File: config.mk
export PLATFORM = sky130hd
export DESIGN_NAME = mvu_rdc_reader
export DESIGN_NICKNAME = d
export VERILOG_FILES = /design/src/rtl/mvu_pkg.sv /design/src/rtl/mvu_rdc_fifo.sv /design/src/rtl/mvu_rdc_reader.sv
export SDC_FILE = /design/constraint.sdc
export NUM_CORES = 1
export LEC_CHECK = 0
export ABC_AREA = 0
export CORE_AREA = 2 2 292 294
export CTS_CLUSTER_DIAMETER = 80
export DETAILED_ROUTE_END_ITERATION = 10
export DIE_AREA = 0 0 294 296
export PLACE_DENSITY_LB_ADDON = 0.3
export SLEW_MARGIN = 10
export SYNTH_ARGS = -nofsm -noshare
export SYNTH_HDL_FRONTEND = slang
export SYNTH_SLANG_ARGS = --single-unit
export TNS_END_PERCENT = 20
File: constraint.sdc
create_clock -name clk -period 3.7 [get_ports clk]
set_input_delay 0.74 -clock clk [delete_from_list [all_inputs] [get_ports clk]]
set_output_delay 0.74 -clock clk [all_outputs]
set_load 0.02 [all_outputs]
File: src/rtl/mvu_pkg.sv
// Shared MVU array constants and types used by the controller-side read path.
package mvu_pkg;

  localparam int NMVU       = 8;
  localparam int BDBANKA    = 15;
  localparam int BDBANKW    = 64;
  localparam int BLEN       = 16;
  localparam int RDC_RDLAT  = 2;
  localparam int RDC_FDEPTH = 4;

  typedef enum logic [1:0] {
    IDLE,
    ISSUE,
    DRAIN
  } rdc_reader_state_t;

endpackage

File: src/rtl/mvu_rdc_fifo.sv
// Small synchronous FIFO buffering returned read words until the sink takes them.
// A push alongside a pop is accepted even when the FIFO is full.
module mvu_rdc_fifo #(
  parameter int DEPTH = 4,
  parameter int WIDTH = 64
) (
  input  logic                   clk,
  input  logic                   rst_n,
  input  logic                   push_i,
  input  logic [WIDTH-1:0]       wdata_i,
  input  logic                   pop_i,
  output logic [WIDTH-1:0]       rdata_o,
  output logic                   full_o,
  output logic                   empty_o,
  output logic [$clog2(DEPTH):0] count_o
);

  localparam int AW = $clog2(DEPTH);

  logic [WIDTH-1:0] mem_q [DEPTH];
  logic [AW-1:0]    wr_ptr_q;
  logic [AW-1:0]    rd_ptr_q;
  logic [AW:0]      count_q;
  logic             do_push;
  logic             do_pop;

  assign empty_o = (count_q == '0);
  assign full_o  = (int'(count_q) == DEPTH);
  assign count_o = count_q;
  assign rdata_o = mem_q[rd_ptr_q];
  assign do_pop  = pop_i && !empty_o;
  assign do_push = push_i && (!full_o || do_pop);

  // Pointers wrap naturally because DEPTH is a power of two.
  always_ff @(posedge clk or negedge rst_n) begin
    if (!rst_n) begin
      wr_ptr_q <= '0;
      rd_ptr_q <= '0;
      count_q  <= '0;
    end else begin
      if (do_push) wr_ptr_q <= wr_ptr_q + 1'b1;
      if (do_pop)  rd_ptr_q <= rd_ptr_q + 1'b1;
      if (do_push && !do_pop)      count_q <= count_q + 1'b1;
      else if (do_pop && !do_push) count_q <= count_q - 1'b1;
    end
  end

  always_ff @(posedge clk) begin
    if (do_push) mem_q[wr_ptr_q] <= wdata_i;
  end

endmodule

File: src/rtl/mvu_rdc_reader.sv
// Bulk readback engine for the MVU data memories: issues grant-qualified reads
// for one command at a time and streams the returned words out in address order.
module mvu_rdc_reader
  import mvu_pkg::*;
#(
  parameter int NMVU    = mvu_pkg::NMVU,
  parameter int BDBANKA = mvu_pkg::BDBANKA,
  parameter int BDBANKW = mvu_pkg::BDBANKW,
  parameter int BLEN    = mvu_pkg::BLEN,
  parameter int RDLAT   = mvu_pkg::RDC_RDLAT,
  parameter int FDEPTH  = mvu_pkg::RDC_FDEPTH
) (
  input  logic                      clk,
  input  logic                      rst_n,
  input  logic                      cmd_valid,
  output logic                      cmd_ready,
  input  logic [$clog2(NMVU)-1:0]   cmd_mvu,
  input  logic [BDBANKA-1:0]        cmd_addr,
  input  logic [BLEN-1:0]           cmd_len,
  output logic [NMVU-1:0]           rdc_en,
  input  logic [NMVU-1:0]           rdc_grnt,
  output logic [NMVU*BDBANKA-1:0]   rdc_addr,
  input  logic [NMVU*BDBANKW-1:0]   rdc_word,
  output logic                      out_valid,
  input  logic                      out_ready,
  output logic [BDBANKW-1:0]        out_word,
  output logic                      out_last,
  output logic                      busy,
  output logic                      done
);

  localparam int MW  = $clog2(NMVU);
  localparam int CW  = $clog2(FDEPTH) + 1;
  localparam int IFW = $clog2(RDLAT + 1);

  rdc_reader_state_t state_q, state_d;
  logic [MW-1:0]      sel_q, sel_d;
  logic [BDBANKA-1:0] addr_q, addr_d;
  logic [BLEN-1:0]    issue_rem_q, issue_rem_d;
  logic [BLEN-1:0]    pop_rem_q, pop_rem_d;
  logic [RDLAT-1:0]   pipe_q, pipe_d;
  logic               done_q, done_d;

  logic [IFW-1:0]     in_flight;
  logic [CW-1:0]      fifo_count;
  logic               fifo_empty;
  logic               fifo_full;
  logic [BDBANKW-1:0] fifo_head;
  logic               credit_ok;
  logic               issue_req;
  logic               take;
  logic               push;
  logic               pop;

  // Every granted read owns a FIFO slot from grant until pop, so the FIFO cannot overflow.
  always_comb begin
    in_flight = '0;
    for (int i = 0; i < RDLAT; i++) begin
      in_flight = in_flight + IFW'(pipe_q[i]);
    end
  end

  assign credit_ok = !fifo_full && ((int'(in_flight) + int'(fifo_count)) < FDEPTH);
  assign issue_req = (state_q == ISSUE) && (issue_rem_q != '0) && credit_ok;
  assign take      = issue_req && rdc_grnt[sel_q];
  assign push      = pipe_q[RDLAT-1];
  assign pop       = !fifo_empty && out_ready;

  always_comb begin
    rdc_en   = '0;
    rdc_addr = '0;
    if (issue_req) begin
      rdc_en[sel_q] = 1'b1;
      rdc_addr[int'(sel_q)*BDBANKA +: BDBANKA] = addr_q;
    end
  end

  assign cmd_ready = (state_q == IDLE);
  assign busy      = (state_q != IDLE);
  assign done      = done_q;
  assign out_valid = !fifo_empty;
  assign out_word  = fifo_empty ? '0 : fifo_head;
  assign out_last  = !fifo_empty && (pop_rem_q == BLEN'(1));

  always_comb begin
    state_d     = state_q;
    sel_d       = sel_q;
    addr_d      = addr_q;
    issue_rem_d = issue_rem_q;
    pop_rem_d   = pop_rem_q;
    done_d      = 1'b0;
    pipe_d      = RDLAT'({pipe_q, take});
    if (pop) pop_rem_d = pop_rem_q - 1'b1;
    unique case (state_q)
      IDLE: begin
        if (cmd_valid) begin
          sel_d       = cmd_mvu;
          addr_d      = cmd_addr;
          issue_rem_d = cmd_len;
          pop_rem_d   = cmd_len;
          if (cmd_len == '0) done_d  = 1'b1;
          else               state_d = ISSUE;
        end
      end
      ISSUE: begin
        if (take) begin
          addr_d      = addr_q + 1'b1;
          issue_rem_d = issue_rem_q - 1'b1;
          if (issue_rem_q == BLEN'(1)) state_d = DRAIN;
        end
      end
      DRAIN: begin
        if (pop && (pop_rem_q == BLEN'(1)) && (in_flight == '0)) begin
          done_d  = 1'b1;
          state_d = IDLE;
        end
      end
      default: state_d = IDLE;
    endcase
  end

  always_ff @(posedge clk or negedge rst_n) begin
    if (!rst_n) begin
      state_q     <= IDLE;
      sel_q       <= '0;
      addr_q      <= '0;
      issue_rem_q <= '0;
      pop_rem_q   <= '0;
      pipe_q      <= '0;
      done_q      <= 1'b0;
    end else begin
      state_q     <= state_d;
      sel_q       <= sel_d;
      addr_q      <= addr_d;
      issue_rem_q <= issue_rem_d;
      pop_rem_q   <= pop_rem_d;
      pipe_q      <= pipe_d;
      done_q      <= done_d;
    end
  end

  mvu_rdc_fifo #(
    .DEPTH (FDEPTH),
    .WIDTH (BDBANKW)
  ) u_fifo (
    .clk     (clk),
    .rst_n   (rst_n),
    .push_i  (push),
    .wdata_i (rdc_word[int'(sel_q)*BDBANKW +: BDBANKW]),
    .pop_i   (pop),
    .rdata_o (fifo_head),
    .full_o  (fifo_full),
    .empty_o (fifo_empty),
    .count_o (fifo_count)
  );

endmodule

== After elaboration in Yosys (flattened, before gate mapping) ==
Memory sizes are Yosys's and may differ from the RTL's.
Cells that the tools add are included.
Storage, ports and cells
  register bits after elaboration: 62
  ROM bits: 0
  bits of input ports: 558
  bits in latches: 0
  output and inout port bits: 197
  memories: 1
  memory bits (writable): 256
Memory list
  u_fifo.mem_q: depth 4, width 64, rd ports 1, clocked after memory_dff 0, write ports 1, RTL line mvu_rdc_fifo.sv:20  | logic [WIDTH-1:0] mem_q [DEPTH];
Cells by class
  bitwise gates (word level): 1
  order comparisons: 3
  shifts and indexed selects: 3
  eq/ne operators: 10
  $add $sub $neg: 10
  reductions and logical operators: 29
  muxes and demuxes: 30
  divide/modulo/power cells: 0
  multipliers: 1
Operators by type and width (number)
  $shiftx A512 B10 Y64: 1
  $and A120 B120 Y120: 1
  $mux W120: 1
  $shift A15 B33 Y120 const A: 1
  $shiftx A15 B33 Y120: 1
  $mux W16: 5
  $mux W64: 1
  $neg A7 Y33: 1
  $eq A16 B1 Y1 const B: 2
  $pmux W16 S2: 1
  $sub A16 B1 Y16 const B: 2
  $mux W15: 2
  $pmux W15 S2: 1
  $logic_not A16 Y1: 1
  $reduce_bool A16 Y1: 1
  $add A15 B1 Y15 const B: 1
  $logic_and A1 B1 Y1: 13
  $mux W2: 5
  $mux W8: 1
  $ne A2 B2 Y1 const B: 4
  $mul A3 B4 Y7 const B: 1
  $mux W1: 7
  $mux W3: 2
  $pmux W2 S3: 1
  23 further kinds: 30

== Depth between registers and ports, before layout ==
  word-level depth: 10
  gate-level depth with buffers: 11
  depth with buffers taken out: 9

== Hierarchy ==
From an unflattened synthesis, not the netlist that was laid out.
Unflattened totals
  cell total of the unflattened synthesis: 1500
  area total of the unflattened synthesis: 18330.1 sq um
By module, submodules not included
  mvu_rdc_fifo: seq. area each 7862.5 sq um, cells each 369, area each 9653.0 sq um, instances 1
  mvu_rdc_reader: seq. area each 1376.3 sq um, cells each 1131, area each 8677.1 sq um, instances 1

== Least setup slack after synthesis ==
OpenSTA, ideal clock, no wires.
  path kind: flip-flop to output port
  from: register pipe_q[0]
  to: output port rdc_addr[10]
  buffers on the path: 2
  cell stages (with the launch flop): 11
  slack: 0.258 ns
  data arrival time: 2.702 ns
  path through: dfrtp_1 ha_1 ha_1 nand3_1 nand3_1 a41o_1 buf_4 nor4_1 and3b_1 buf_2 and2_1
On the way
  word-level cells in the longest chain between the ends: 6
RTL lines
  start: declaration: RTL line mvu_rdc_reader.sv:41  | logic [RDLAT-1:0] pipe_q, pipe_d;
  start signal: assignment: RTL line mvu_rdc_reader.sv:137  | pipe_q <= pipe_d;
  $add A1 B1 Y2: RTL line mvu_rdc_reader.sv:59  | in_flight = in_flight + IFW'(pipe_q[i]);
  $add A2 B3 Y4: RTL line mvu_rdc_reader.sv:63  | assign credit_ok = !fifo_full && ((int'(in_flight) + int'(fifo_count)) < FDEPTH);
  $lt A4 B3 Y1: RTL line mvu_rdc_reader.sv:63
  $logic_and A1 B1 Y1: RTL line mvu_rdc_reader.sv:63
  $logic_and A1 B1 Y1: RTL line mvu_rdc_reader.sv:64  | assign issue_req = (state_q == ISSUE) && (issue_rem_q != '0) && credit_ok;
  $mux W120: RTL line mvu_rdc_reader.sv:72  | if (issue_req) begin
  end: declaration: RTL line mvu_rdc_reader.sv:22  | output logic [NMVU*BDBANKA-1:0] rdc_addr,
Every way passes these cells.

== Worst setup path after layout ==
  from: register issue_rem_q[12]
  to: output port rdc_addr[46]
On the way
  word-level cells in the longest chain between the ends: 4
RTL lines
  start: declaration: RTL line mvu_rdc_reader.sv:39  | logic [BLEN-1:0] issue_rem_q, issue_rem_d;
  start signal: assignment: RTL line mvu_rdc_reader.sv:135  | issue_rem_q <= issue_rem_d;
  $reduce_bool A16 Y1: RTL line mvu_rdc_reader.sv:64
  $logic_and A1 B1 Y1 (2 in series): RTL line mvu_rdc_reader.sv:64
  $mux W120: RTL line mvu_rdc_reader.sv:72
Every way passes these cells.

==> metrics.md <==
| Metric | Value |
|---|---|
| Vias in the first global route | `17400` |
| Fin crit share | `99.1%` |
| Final setup TNS | `0 ns` |
| Worst-Margin Slew | `1.20 ns` |
| Max H-tree Level | `2` |
| Post-DP HPWL | `83100 um` |
| Rel. slew slack | `20.0%` |
| CP Max Fanout | `7` |
| Ys Warns | `0` |
| Mux cell area share after synthesis | `17.8%` |
| HP Class | `primary input to async pin` |
| Simple-Gate Fraction of Synth Area | `14.2%` |
| Largest net degree at the start of global routing | `69` |
| Status | `finished clean` |
| Total Routing Usage GR | `23.5%` |
| Die height | `296 um` |
| Synth Register Bits | `318` |
| Via-per-instance ratio | `5.02` |
| Syn-to-layout area delta | `58.6%` |
| IO buf count | `754` |
| Setup violators final | `0` |
| Area of the die | `0.0870 mm2` |
| Synth Flop Type | `edfxtp_1` |
| Critical Path RT | `2.96 ns` |
| WL final | `106000 um` |
| Initial antenna violation count | `49` |
| MaxCap Viol Count | `0` |
| RSZ-0062 raised after global routing | `yes` |
| Post-Syn Instances | `1472` |
| Num ports | `755` |
| Die boundary width | `294 um` |
| Tmin final | `3.67 ns` |
| Post-route ant nets | `0` |
| Synthesized net count | `2048` |
| Clock Sinks | `318` |
| Fraction of layout cells with a size suffix above 1 | `21.8%` |
| First-pass GRT wire length | `142000 um` |
| Pwr per Cell Area | `524 mW/mm2` |
| Critical path class | `flop to output pin` |
| Core Rows | `107` |
| Worst-Skew Late Latency | `0.56 ns` |
| Wire length per cell | `31.4 um` |
| Fmax | `273 MHz` |
| GRT overflow | `0` |
| Mapped Avg Cell Area | `12.3 um2` |
| RD Place Congestion | `0.872` |
| Async SR Flop Fraction | `19.5%` |
| Synth Area in Compound Gates | `11.3%` |
| Hold buffer count at CTS | `0` |
| CTS Root Cell | `clkbuf_16` |
| Synthesized area | `0.0181 mm2` |
| Overall power | `0.0150 W` |
| Part of the Yosys area used for sequential elements | `51.2%` |
| Core area | `0.0842 mm2` |
| Skew final | `0.0215 ns` |
| Fin. Hold Viols | `0` |
| Post-synth EDFFs | `256` |
| DR iter-0 viols | `1353` |
| Peak VDD IR | `0.267 mV` |
| Clock Path Buffers | `3` |
| Leak | `10.7 nW` |
| Pre-antenna DRT Iters | `6` |
| Worst hold slack | `0.197 ns` |
| Post-synthesis xor/xnor area fraction | `1.02%` |
| Pins Over Slew Limit | `0` |
| Fin nets | `2829` |
| Setup crit start kind | `flop` |
| Crit end category | `output pin` |
| CTS tree | `yes` |
| Combinational family with the most area after synthesis | `multiplexers` |
| Adder-cell share of the synthesized area | `1.29%` |
| Initial Util | `21.4%` |
| Routed via count | `17000` |
| CP arrival | `2.93 ns` |
| Yosys cell types | `69` |
| Placed Instances | `3286` |
| CTS Buf Count | `42` |
| Post-route insts no fill | `3384` |
| Worst-path clk slew | `0.06 ns` |
| Drc violations | `0` |
## cell usage in the layout (no fill, tap or decap), drive strengths merged, types with 17 or more instances in the layout
cell,n
a21oi,54
a221oi,51
a22oi,37
and2,186
buf,220
clkbuf,60
clkdlybuf4s50,615
dfrtp,62
edfxtp,256
ha,17
inv,27
mux2,38
mux2i,40
mux4,106
nand2,134
nand3,23
nor2,83
nor3,27
o21ai,50
o22ai,18
## worst paths after layout
path | start | end | slack [ns] | cells past startpoint
max | issue_rem_q[12]$_DFFE_PN0P_ | rdc_addr[46] | 0.03 | 11
min | rst_n | pop_rem_q[2]$_DFF_PN0_ | 0.20 | 1
max reg2reg | sel_q[0]$_DFFE_PN0P_ | u_fifo.mem_q[1][7]$_DFFE_PP_ | 0.67 | 6
min reg2reg | pipe_q[0]$_DFF_PN0_ | pipe_q[1]$_DFF_PN0_ | 0.50 | 1
max in group asynchronous | rst_n | sel_q[2]$_DFFE_PN0P_ | 2.81 | 2
min in group clk | pipe_q[0]$_DFF_PN0_ | pipe_q[1]$_DFF_PN0_ | 0.50 | 1
## metal layers
layer / vias to the layer above / track usage (%) / part of all wire [%]
li1: 7280 / - / -
met1: 8623 / 29.4 / 40
met2: 903 / 40.5 / 49
met3: 148 / 6.25 / 8.6
met4: 42 / 5.48 / 2.0
met5: - / 0 / 0.23
## stage by stage
stage	instance area, um2	util (%)	setup WS [ns]
floorplan	18100	-	0.258
global placement	27400	32.5	-0.262
CTS	28700	34.1	-0.0978
finish	28600	34.0	0.0344
global route	28600	34.0	-0.0859
detailed placement	27400	32.5	-0.311
## state kept, by name, indices dropped and copies added (netlist names)
register / count
addr_q: 15
done: 1
issue_rem_q: 16
pipe_q: 2
pop_rem_q: 16
sel_q: 3
state_q: 2
u_fifo.count_o: 3
u_fifo.mem_q: 256
u_fifo.rd_ptr_q: 2
u_fifo.wr_ptr_q: 2
## layout make-up
type / count / area, um2
clock buffer: 51 / 1110
antenna: 9 / 22.5
inverter: 19 / 71.3
fill: 8434 / 55600
sequential: 318 / 9260
timing repair buffer: 860 / 8140
clock inverter: 25 / 193
tap: 1090 / 1360
multi-input combinational: 1012 / 8470
## worst max-delay path, stage by stage, from the launching register on
cell and delay [ns]:
dfrtp_1 0.38, or4_4 0.54, nor3_2 0.12, buf_4 0.14
a41o_1 0.24, buf_6 0.18, or2_4 0.15, nor2_4 0.05
buf_8 0.17, buf_6 0.11, and2_4 0.15, buf_6 0.12
## what timing repair did
action,CTS,global route
pin swaps,10,6
gates cloned,2,1
resized for setup,445,82
setup buffers,6,4
setup endpoints to repair,131,116
## power breakdown
group,leakage (nW),internal [W],switching [W],total [W]
Combinational,6.98,0.00305,0.00317,0.00622
Clock,0.635,0.00223,0.00164,0.00387
Sequential,3.05,0.00447,0.000450,0.00492
Total,10.7,0.00974,0.00526,0.0150
## cell families after synthesis
kind of cell,Yosys count
adders and majority gates,18
buffers and inverters,142
AOI/OAI and AO/OA,289
DFF,318
and+or+nand+nor,500
muxes,184
xor gates and xnor gates,21
## Yosys cell counts (all sizes together) (38+ instances only)
cell    number  area share, %
and2       186            6.4
mux2i       40            2.2
a21oi       54            1.5
o21ai       50            1.4
edfxtp     256             43
mux4       106             13
clkbuf      82            1.7
nand2      134            2.8
dfrtp       62            8.6
mux2        38            2.4
nor2        83            1.7
buf         41            1.1
a221oi      51            2.5
(Power assumes the default switching activity.)
